==> src/rtl/axi_aw_xbar_rr.sv <==
// AXI write-address crossbar: round-robin master arbitration, address decode to
// NUM_S slaves plus a default slave, one-entry output slice and a W-route FIFO.
module axi_aw_xbar_rr #(
    parameter int unsigned NUM_M    = 3,
    parameter int unsigned NUM_S    = 7,
    parameter int unsigned ID_W     = 4,
    parameter int unsigned ADDR_W   = 32,
    parameter int unsigned MIDX_W   = $clog2(NUM_M),
    parameter int unsigned SIDX_W   = $clog2(NUM_S + 1),
    parameter int unsigned IDS_W    = ID_W + MIDX_W,
    parameter logic [NUM_S*16-1:0] ADDR_MAP = '0,
    parameter int unsigned RT_DEPTH = 4
) (
    input  logic                     clk,
    input  logic                     rst,
    input  logic [NUM_M*ID_W-1:0]    id_m_i,
    input  logic [NUM_M*ADDR_W-1:0]  addr_m_i,
    input  logic [NUM_M*8-1:0]       len_m_i,
    input  logic [NUM_M*3-1:0]       size_m_i,
    input  logic [NUM_M*2-1:0]       burst_m_i,
    input  logic [NUM_M-1:0]         valid_m_i,
    output logic [NUM_M-1:0]         ready_m_o,
    output logic [IDS_W-1:0]         id_s_o,
    output logic [ADDR_W-1:0]        addr_s_o,
    output logic [7:0]               len_s_o,
    output logic [2:0]               size_s_o,
    output logic [1:0]               burst_s_o,
    output logic [NUM_S:0]           valid_s_o,
    input  logic [NUM_S:0]           ready_s_i,
    output logic                     rt_valid_o,
    output logic [MIDX_W-1:0]        rt_mst_o,
    output logic [SIDX_W-1:0]        rt_slv_o,
    input  logic                     rt_pop_i
);

    localparam int unsigned PTR_W = $clog2(RT_DEPTH);
    localparam int unsigned CNT_W = PTR_W + 1;

    logic [MIDX_W-1:0] r_ptr;

    logic              r_full;
    logic [SIDX_W-1:0] r_slv;
    logic [IDS_W-1:0]  r_id;
    logic [ADDR_W-1:0] r_addr;
    logic [7:0]        r_len;
    logic [2:0]        r_size;
    logic [1:0]        r_burst;

    logic [MIDX_W-1:0] r_rt_mst [RT_DEPTH];
    logic [SIDX_W-1:0] r_rt_slv [RT_DEPTH];
    logic [PTR_W-1:0]  r_wr;
    logic [PTR_W-1:0]  r_rd;
    logic [CNT_W-1:0]  r_cnt;

    logic [MIDX_W-1:0] w_grant;
    logic              w_any_valid;
    logic [ID_W-1:0]   w_g_id;
    logic [ADDR_W-1:0] w_g_addr;
    logic [7:0]        w_g_len;
    logic [2:0]        w_g_size;
    logic [1:0]        w_g_burst;
    logic [SIDX_W-1:0] w_slv;
    logic [NUM_S:0]    w_valid_s;
    logic              w_drain;
    logic              w_rt_empty;
    logic              w_pop;
    logic              w_rt_full;
    logic              w_acc;

    // Round-robin: the valid master at the smallest circular distance from r_ptr wins.
    always_comb begin : arb
        int v_best;
        int v_dist;
        w_grant = '0;
        v_best  = int'(NUM_M);
        v_dist  = 0;
        for (int i = 0; i < int'(NUM_M); i++) begin
            v_dist = (i >= int'(r_ptr)) ? (i - int'(r_ptr)) : (i + int'(NUM_M) - int'(r_ptr));
            if (valid_m_i[i] && (v_dist < v_best)) begin
                v_best  = v_dist;
                w_grant = MIDX_W'(i);
            end
        end
    end

    assign w_any_valid = |valid_m_i;

    // Granted master payload mux.
    always_comb begin
        w_g_id    = '0;
        w_g_addr  = '0;
        w_g_len   = '0;
        w_g_size  = '0;
        w_g_burst = '0;
        for (int i = 0; i < int'(NUM_M); i++) begin
            if (w_grant == MIDX_W'(i)) begin
                w_g_id    = id_m_i[i*ID_W +: ID_W];
                w_g_addr  = addr_m_i[i*ADDR_W +: ADDR_W];
                w_g_len   = len_m_i[i*8 +: 8];
                w_g_size  = size_m_i[i*3 +: 3];
                w_g_burst = burst_m_i[i*2 +: 2];
            end
        end
    end

    // Decode: descending scan so the lowest matching tag wins; no match selects DS.
    always_comb begin
        w_slv = SIDX_W'(NUM_S);
        for (int k = int'(NUM_S) - 1; k >= 0; k--) begin
            if (w_g_addr[ADDR_W-1 -: 16] == ADDR_MAP[k*16 +: 16]) begin
                w_slv = SIDX_W'(k);
            end
        end
    end

    always_comb begin
        w_valid_s = '0;
        for (int s = 0; s <= int'(NUM_S); s++) begin
            w_valid_s[s] = r_full && (r_slv == SIDX_W'(s));
        end
    end

    assign w_drain    = |(w_valid_s & ready_s_i);
    assign w_rt_empty = (r_cnt == '0);
    assign w_pop      = rt_pop_i & ~w_rt_empty;
    // A pop in the same cycle frees the slot a push needs.
    assign w_rt_full  = (r_cnt == CNT_W'(RT_DEPTH)) & ~w_pop;
    // rst gating keeps AWREADY low while reset is held, not just after an edge.
    assign w_acc      = rst & w_any_valid & (~r_full | w_drain) & ~w_rt_full;

    always_comb begin
        ready_m_o = '0;
        for (int i = 0; i < int'(NUM_M); i++) begin
            ready_m_o[i] = w_acc && (w_grant == MIDX_W'(i));
        end
    end

    always_ff @(posedge clk or negedge rst) begin
        if (!rst) begin
            r_ptr <= '0;
        end else if (w_acc) begin
            r_ptr <= (w_grant == MIDX_W'(NUM_M - 1)) ? '0 : (w_grant + MIDX_W'(1));
        end
    end

    // Output slice: load on accept (may coincide with drain), else empty on drain.
    always_ff @(posedge clk or negedge rst) begin
        if (!rst) begin
            r_full  <= 1'b0;
            r_slv   <= '0;
            r_id    <= '0;
            r_addr  <= '0;
            r_len   <= '0;
            r_size  <= '0;
            r_burst <= '0;
        end else if (w_acc) begin
            r_full  <= 1'b1;
            r_slv   <= w_slv;
            r_id    <= {w_grant, w_g_id};
            r_addr  <= w_g_addr;
            r_len   <= w_g_len;
            r_size  <= w_g_size;
            r_burst <= w_g_burst;
        end else if (w_drain) begin
            r_full  <= 1'b0;
        end
    end

    always_ff @(posedge clk or negedge rst) begin
        if (!rst) begin
            r_wr  <= '0;
            r_rd  <= '0;
            r_cnt <= '0;
            for (int d = 0; d < int'(RT_DEPTH); d++) begin
                r_rt_mst[d] <= '0;
                r_rt_slv[d] <= '0;
            end
        end else begin
            if (w_acc) begin
                r_rt_mst[r_wr] <= w_grant;
                r_rt_slv[r_wr] <= w_slv;
                r_wr           <= r_wr + PTR_W'(1);
            end
            if (w_pop) begin
                r_rd <= r_rd + PTR_W'(1);
            end
            case ({w_acc, w_pop})
                2'b10:   r_cnt <= r_cnt + CNT_W'(1);
                2'b01:   r_cnt <= r_cnt - CNT_W'(1);
                default: r_cnt <= r_cnt;
            endcase
        end
    end

    assign valid_s_o  = w_valid_s;
    assign id_s_o     = r_id;
    assign addr_s_o   = r_addr;
    assign len_s_o    = r_len;
    assign size_s_o   = r_size;
    assign burst_s_o  = r_burst;
    assign rt_valid_o = ~w_rt_empty;
    assign rt_mst_o   = w_rt_empty ? '0 : r_rt_mst[r_rd];
    assign rt_slv_o   = w_rt_empty ? '0 : r_rt_slv[r_rd];

endmodule

==> config.mk <==
export PLATFORM = sky130hd
export DESIGN_NAME = axi_aw_xbar_rr
export DESIGN_NICKNAME = d
export VERILOG_FILES = /design/src/rtl/axi_aw_xbar_rr.sv
export SDC_FILE = /design/constraint.sdc
export NUM_CORES = 1
export LEC_CHECK = 0
export CORE_UTILIZATION = 55
export DETAILED_ROUTE_END_ITERATION = 7
export DONT_BUFFER_PORTS = 1
export GPL_ROUTABILITY_DRIVEN = 0
export PLACE_DENSITY = 0.73
export SLEW_MARGIN = 20
export SYNTH_ARGS = -nofsm -noshare
export SYNTH_HDL_FRONTEND = slang
export SYNTH_SLANG_ARGS = --single-unit
==> constraint.sdc <==
create_clock -name clk -period 3.6 [get_ports clk]
set_input_delay 0.54 -clock clk [delete_from_list [all_inputs] [get_ports clk]]
set_output_delay 0.54 -clock clk [all_outputs]
set_load 0.05 [all_outputs]
==> insert_results.sql, run 1 <==
INSERT INTO impl_metrics (metric_group, metric, value, unit) VALUES
('final_layout', 'antenna_cells', '0', ''),
('sta', 'final_max_slew_viol_count', '0', ''),
('sta', 'period_needed', '3.76', 'ns'),
('yosys', 'netlist.area_leader.share', '0.411', ''),
('yosys', 'synth_commonest_cells', '149 x a21oi_1, 73 x dfrtp_1, 54 x nor2_1, 49 x o2bb2ai_1', ''),
('sta', 'setup_repair_after_global_routing_missed_its_margin', 'yes', ''),
('place', 'port_buffers', '0', ''),
('yosys', 'synth.ff_latch_count', '73', ''),
('sta', 'finalSetupViolCount', '3', ''),
('floorplanning', 'initial_utilization', '0.572', ''),
('yosys', 'post_synth_num_cell_types', '43', ''),
('global_routing', 'track_usage', '0.302', ''),
('setup_path', 'worst_setup_path_endpoint', 'ready_m_o[1]', ''),
('detailed_routing', 'viasPerCell', '6.77', ''),
('setup_path', 'crit_arrival', '3.22', 'ns'),
('setup_path', 'critPathBufInv', '3', ''),
('floorplanning', 'fp.coreArea', '7770', 'um^2'),
('clock_network', 'clockRootBuffer', 'clkbuf_8', ''),
('sta', 'maxClockFrequency', '266', 'MHz'),
('power', 'power_frac_comb', '0.485', ''),
('detailed_routing', 'detailedRoute.firstPassIterationCount', '5', ''),
('setup_path', 'criticalPathCategory', 'register to primary output', ''),
('sta', 'skew', '0.00863', 'ns'),
('final_layout', 'fillerInstances', '655', ''),
('setup_path', 'timing.critical_path.required', '3.06', 'ns'),
('power', 'power_report.internal_total', '2.60', 'mW'),
('global_routing', 'antenna_found_initial', '0', ''),
('sta', 'hold_slack', '0.0540', 'ns'),
('setup_path', 'r2r_setup_slack', '0.32', 'ns'),
('run', 'max_cap_violations', '0', ''),
('setup_path', 'critPathCaptureType', 'primary output', ''),
('sta', 'final_min_period_over_clock_period', '1.04', ''),
('clock_network', 'clk_transition_reported_paths', '0.09', 'ns'),
('floorplanning', 'dieWidth', '91.9', 'um'),
('yosys', 'synth_async_sr_flop_share', '1.00', ''),
('sta', 'setup_ws', '-0.155', 'ns'),
('final_layout', 'multi_input_area', '2480', 'um^2'),
('yosys', 'post_synth_instance_area', '4440', 'um^2'),
('setup_path', 'crit_start', 'r_ptr[1]', ''),
('global_routing', 'met2_usage', '0.504', ''),
('yosys', 'synth.yosys.seq_area_share', '0.411', ''),
('yosys', 'postSynth.topFlopCell', 'dfrtp_1', ''),
('yosys', 'yosys_warnings', '0', ''),
('detailed_routing', 'ant_nets', '0', ''),
('clock_network', 'worstSkewPairLatency', '0.34', 'ns'),
('status', 'failing_checks', 'setup timing', ''),
('power', 'clockPowerShare', '0.104', ''),
('yosys', 'yosys.cell_count.top_type', 'a21oi_1', ''),
('power', 'leakage_power', '1.95', 'nW'),
('clock_network', 'cts_tree', 'done', ''),
('setup_path', 'worst-path-max-fanout', '4', ''),
('setup_path', 'crit_path_top_delay_cell', 'dfrtp_2', ''),
('setup_path', 'crit_path_start_kind', 'register', ''),
('sta', 'report.final.hold_viol_count', '0', ''),
('detailed_routing', 'remaining_drc_errors', '0', ''),
('setup_path', 'worst_r2r_startpoint', 'r_ptr[1]', ''),
('status', 'result_of_the_run', 'finished with violations', ''),
('clock_network', 'htree_levels', '3', ''),
('yosys', 'synthesis.area_per_instance', '8.74', 'um^2'),
('floorplanning', 'placementRows', '32', ''),
('yosys', 'synthTopCellsByArea', 'dfrtp_1 41%, a21oi_1 17%, o2bb2ai_1 9.7%, nor2_1 4.6%, ha_1 3.9%', ''),
('global_routing', 'grt_pass1_wl', '20100', 'um'),
('setup_path', 'biggest_cell_delay_along_the_critical_path', '0.46', 'ns'),
('yosys', 'yosysTopAreaCell', 'dfrtp_1', ''),
('sta', 'setup_tns', '-0.421', 'ns'),
('power', 'seq_power_share', '0.411', ''),
('final_layout', 'area.growth.synth_to_final', '11.4', '%'),
('final_layout', 'area.sequential', '1830', 'um^2'),
('global_routing', 'use_met3', '0.0887', ''),
('detailed_routing', 'wl_per_cell', '21.6', 'um'),
('final_layout', 'fin_nets', '678', '');
## flip-flops by register name, indices dropped and copies added, names as in the netlist
name and count:
addr_s_o 32, burst_s_o 2, id_s_o 5, len_s_o 8, r_cnt 3, r_full 1, r_ptr 2, r_rd 2
r_rt_mst 8, r_rt_slv 4, r_slv 1, r_wr 2, size_s_o 3
## what timing repair did
item	in CTS	in global routing
setup endpoints to repair	57	57
hold buffers	1	0
pin swaps	12	9
gates cloned	0	1
resized for setup	20	3
hold endpoints to repair	73	0
buffers inserted	14	0
## through the flow
step	instance area (um^2)	utilization	setup WS (ns)	total power, mW	cells
2_1_floorplan	4500	-	-0.0176	4.66	513
3_3_place_gp	4520	0.582	-0.00826	5.07	577
3_5_place_dp	4520	0.582	-0.121	5.19	577
4_1_cts	4930	0.634	-0.174	6.06	608
5_1_grt	4950	0.637	-0.275	6.56	609
6_report	4950	0.637	-0.155	6.19	609
## how the worst min path moves through the flow
stage / endpoint / depth (start not counted) / slack [ns]
final: addr_s_o[17] / 1 / 0.05
after global routing: addr_s_o[17] / 1 / 0.08
after CTS: addr_s_o[18] / 1 / 0.08
after detailed placement: addr_s_o[18] / 0 / 0.25
after global placement: addr_s_o[18] / 0 / 0.25
after floorplan: addr_s_o[0] / 0 / 0.24
## power by group through the flow
stage	clock network [mW]	registers, mW	logic (mW)
6_report	0.644	2.54	3.00
5_1_grt	0.695	2.59	3.27
4_1_cts	0.652	2.54	2.87
3_5_place_dp	0	2.55	2.64
3_3_place_gp	0	2.54	2.53
2_1_floorplan	0	2.43	2.24
## placed cells by master (no fill, tap or decap), types with 2 or more instances in the layout
cell,count
xnor2_1,4
o2bb2ai_1,49
dfrtp_2,2
o211a_4,2
clkinv_2,2
dfrtp_1,71
nor2_4,4
inv_1,8
buf_12,3
nor2b_1,5
mux4_2,3
o31ai_1,4
inv_2,3
nor2b_4,2
nand3_1,5
a31oi_1,2
nand2_1,20
o22ai_1,2
o21ai_0,9
clkbuf_8,9
nor2_1,50
nand4_1,3
ha_4,3
o211ai_1,2
a21o_1,4
nor4_1,12
clkinvlp_4,3
a21oi_1,147
conb_1,6
ha_1,11
a2bb2oi_1,4
buf_4,23
mux2i_1,3
## logic make-up after synthesis
group	Yosys count	synth area share
compound gates	233	0.325
xor+xnor	5	0.00986
fa+ha+maj	15	0.0439
buf+inv	62	0.0696
flops	73	0.411
mux	6	0.0220
other cells	1	0.000844
simple gates	113	0.118
## layer usage
layer / vias up / routed length, um
li1: 1829 / -
met3: 32 / 1160
met2: 239 / 6450
met4: 0 / 282
met1: 2021 / 5260
met5: - / 0
## final cells by class
cell class,count,area share
Sequential cell,73,0.370
Timing Repair Buffer,28,0.0549
Tap cell,102,0.0258
Clock buffer,9,0.0250
Clock inverter,7,0.0144
Inverter,11,0.00834
Multi-Input combinational cell,379,0.502
No activity file was read; power rests on OpenSTA's default activity.
==> run 2: changes to the inputs <==
--- a/config.mk
+++ b/config.mk
@@ -10,6 +10,7 @@
 export DONT_BUFFER_PORTS = 1
 export GPL_ROUTABILITY_DRIVEN = 0
 export PLACE_DENSITY = 0.73
+export RECOVER_POWER = 100
 export SLEW_MARGIN = 20
 export SYNTH_ARGS = -nofsm -noshare
 export SYNTH_HDL_FRONTEND = slang
==> run 2 against run 1 <==
Effect of this change: the run ends with capacitance limit, slew limit, setup timing left; clock skew is essentially flat; via count grew 0.97%; non-clock buffer count is the same; first-iteration DRC count shrank 2.8%; register-to-register slack is essentially flat.
==> insert_results.sql, run 2 (same netlist as run 1, synthesis figures left out) <==
INSERT INTO impl_metrics (metric_group, metric, value, unit) VALUES
('status', 'result_of_the_run', 'finished with violations', ''),
('status', 'failing_checks', 'capacitance limit, slew limit, setup timing', ''),
('power', 'power_density', '1260', 'nW/um^2'),
('power', 'power_report.internal_total', '2.57', 'mW'),
('setup_path', 'critPathCaptureType', 'primary output', ''),
('setup_path', 'worst-path-max-fanout', '4', ''),
('sta', 'maxClockFrequency', '266', 'MHz'),
('power', 'power_frac_comb', '0.482', ''),
('floorplanning', 'fp.coreArea', '7770', 'um^2'),
('global_routing', 'grt_pass1_wl', '20100', 'um'),
('global_routing', 'antenna_found_initial', '0', ''),
('floorplanning', 'die_y', '91.9', 'um'),
('floorplanning', 'fp.dieArea', '8440', 'um^2'),
('detailed_routing', 'vias', '4161', ''),
('detailed_routing', 'remaining_drc_errors', '0', ''),
('clock_network', 'clk_transition_reported_paths', '0.08', 'ns'),
('detailed_routing', 'viasPerCell', '6.83', ''),
('setup_path', 'r2r_setup_slack', '0.32', 'ns'),
('place', 'dp_slack', '-0.121', 'ns'),
('sta', 'report.final.hold_viol_count', '0', ''),
('floorplanning', 'initial_utilization', '0.572', ''),
('sta', 'skew', '0.00893', 'ns'),
('sta', 'setup_repair_after_global_routing_missed_its_margin', 'yes', ''),
('power', 'ir_worst_vdd', '583', 'uV'),
('setup_path', 'criticalPathCategory', 'register to primary output', ''),
('sta', 'setup_ws', '-0.153', 'ns'),
('final_layout', 'final_core_util', '0.629', ''),
('clock_network', 'clock_path_buffers', '2', ''),
('sta', 'period_needed', '3.75', 'ns'),
('detailed_routing', 'detailedRoute.firstPassIterationCount', '5', ''),
('floorplanning', 'placementRows', '32', ''),
('setup_path', 'crit_arrival', '3.21', 'ns'),
('final_layout', 'fillerInstances', '665', ''),
('global_routing', 'met2_usage', '0.504', ''),
('sta', 'worst_slew_margin_rel', '-0.217', ''),
('place', 'place.detailed.instances', '577', ''),
('floorplanning', 'design.portCount', '229', ''),
('setup_path', 'timing.critical_path.required', '3.06', 'ns'),
('detailed_routing', 'ant_nets', '0', ''),
('clock_network', 'clockRootBuffer', 'clkbuf_8', ''),
('final_layout', 'antenna_cells', '0', ''),
('place', 'dpl-instance-area', '4520', 'um^2'),
('min_path', 'worstHoldPathType', 'input pin to register', ''),
('clock_network', 'htree_levels', '3', ''),
('global_routing', 'globalRouteMet1Util', '0.375', ''),
('final_layout', 'fin_nets', '678', ''),
('final_layout', 'layout.cells.non_filler', '609', ''),
('global_routing', 'busiest_layer', 'met2', ''),
('run', 'max_cap_violations', '2', ''),
('clock_network', 'cts-buffers-inserted', '9', ''),
('place', 'dp_hpwl', '8500', 'um'),
('floorplanning', 'dieWidth', '91.9', 'um'),
('sta', 'hold_slack', '0.387', 'ns'),
('power', 'switching_power', '3.58', 'mW'),
('detailed_routing', 'violation_count_after_the_first_detailed_route_iteration', '385', ''),
('global_routing', 'grt_start_max_net_pins', '104', ''),
('clock_network', 'worstSkewPairLatency', '0.34', 'ns'),
('detailed_routing', 'routed_wl', '13100', 'um'),
('sta', 'final_max_slew_viol_count', '75', ''),
('final_layout', 'finalInstanceArea', '4890', 'um^2'),
('detailed_routing', 'wl_per_cell', '21.5', 'um'),
('setup_path', 'crit_path_start_kind', 'register', ''),
('global_routing', 'globalRouteOverflowTotal', '0', ''),
('power', 'clockPowerShare', '0.105', ''),
('sta', 'final_min_period_over_clock_period', '1.04', ''),
('final_layout', 'final_common_cell', 'a21oi_1', ''),
('power', 'leakage_power', '1.92', 'nW'),
('global_routing', 'track_usage', '0.302', ''),
('sta', 'finalSetupViolCount', '3', ''),
('clock_network', 'cts_tree', 'done', ''),
('final_layout', 'area.growth.synth_to_final', '10.0', '%'),
('power', 'seq_power_share', '0.413', ''),
('global_routing', 'use_met3', '0.0887', ''),
('global_routing', 'grt_pass1_vias', '3938', ''),
('power', 'swShare', '0.582', ''),
('final_layout', 'max_ffs_per_register', '32', ''),
('place', 'port_buffers', '0', ''),
('sta', 'max_slew.worst_pin.slew', '1.83', 'ns'),
('final_layout', 'post_route_cells_drive_above_1_share', '0.144', ''),
('final_layout', 'mostFrequentLayoutCells', '147 x a21oi_1, 71 x dfrtp_1, 50 x nor2_1', ''),
('clock_network', 'cts.sink_count', '73', '');
-- run 2: path summary, 6_finish.rpt --
kind / from / end / depth (start not counted)
worst max-delay path: r_ptr[1] / ready_m_o[1] / 16
worst min-delay path: addr_m_i[21] / addr_s_o[21] / 2
worst max register to register: r_ptr[1] / r_rt_slv[10] / 17
worst min register to register: r_rt_mst[3] / r_rt_mst[3] / 2
max in group asynchronous: rst / r_ptr[1] / 1
min in group asynchronous: rst / addr_s_o[18] / 1
-- run 2: what timing repair did --
item | in CTS | in global routing
cloned | 0 | 1
endpoints found under the hold margin | 73 | 0
pin swaps | 12 | 9
resized for setup | 20 | 3
hold buffers | 1 | 0
buffers inserted | 14 | 0
setup endpoints to repair | 57 | 57
-- run 2: through the flow --
step           power, mW  setup TNS, ns
5_1_grt             6.53         -0.757
4_1_cts             6.06         -0.349
3_5_place_dp        5.19          -1.70
3_3_place_gp        5.07       -0.00826
6_report            6.15         -0.414
2_1_floorplan       4.66        -0.0176
-- run 2: per-layer routing --
| metal | wire (um) | share of wire |
|---|---|---|
| met4 | 267 | 0.020 |
| met2 | 6460 | 0.49 |
| met3 | 1150 | 0.088 |
| met5 | 0 | 0 |
| met1 | 5220 | 0.40 |
-- run 2: area by class of cell --
class | instances | area [um^2] | area share
Clock buffer | 9 | 124 | 0.0253
Clock inverter | 7 | 71.3 | 0.0146
Inverter | 11 | 41.3 | 0.00845
Multi-Input combinational cell | 379 | 2470 | 0.505
Sequential cell | 73 | 1830 | 0.374
Tap cell | 102 | 128 | 0.0261
Timing Repair Buffer | 28 | 224 | 0.0458
-- run 2: power groups by stage --
stage	clock [mW]	sequential (mW)	combinational [mW]
floorplan	0	2.43	2.24
CTS	0.652	2.54	2.87
global route	0.695	2.59	3.24
global placement	0	2.54	2.53
finish	0.646	2.54	2.96
detailed placement	0	2.55	2.64
-- run 2: worst max-delay path, cell delays in order (launching register included) --
cell and delay [ns]:
dfrtp_2 0.46, inv_2 0.09, ha_4 0.13, nor2b_4 0.04, ha_4 0.26, inv_2 0.04, a21o_1 0.17, a21o_4 0.24
nor2_4 0.08, a21oi_2 0.04, ha_1 0.28, nand3_2 0.08, a311o_1 0.32, o211ai_1 0.24, nand2_2 0.14, nor2_4 0.13
buf_12 0.14
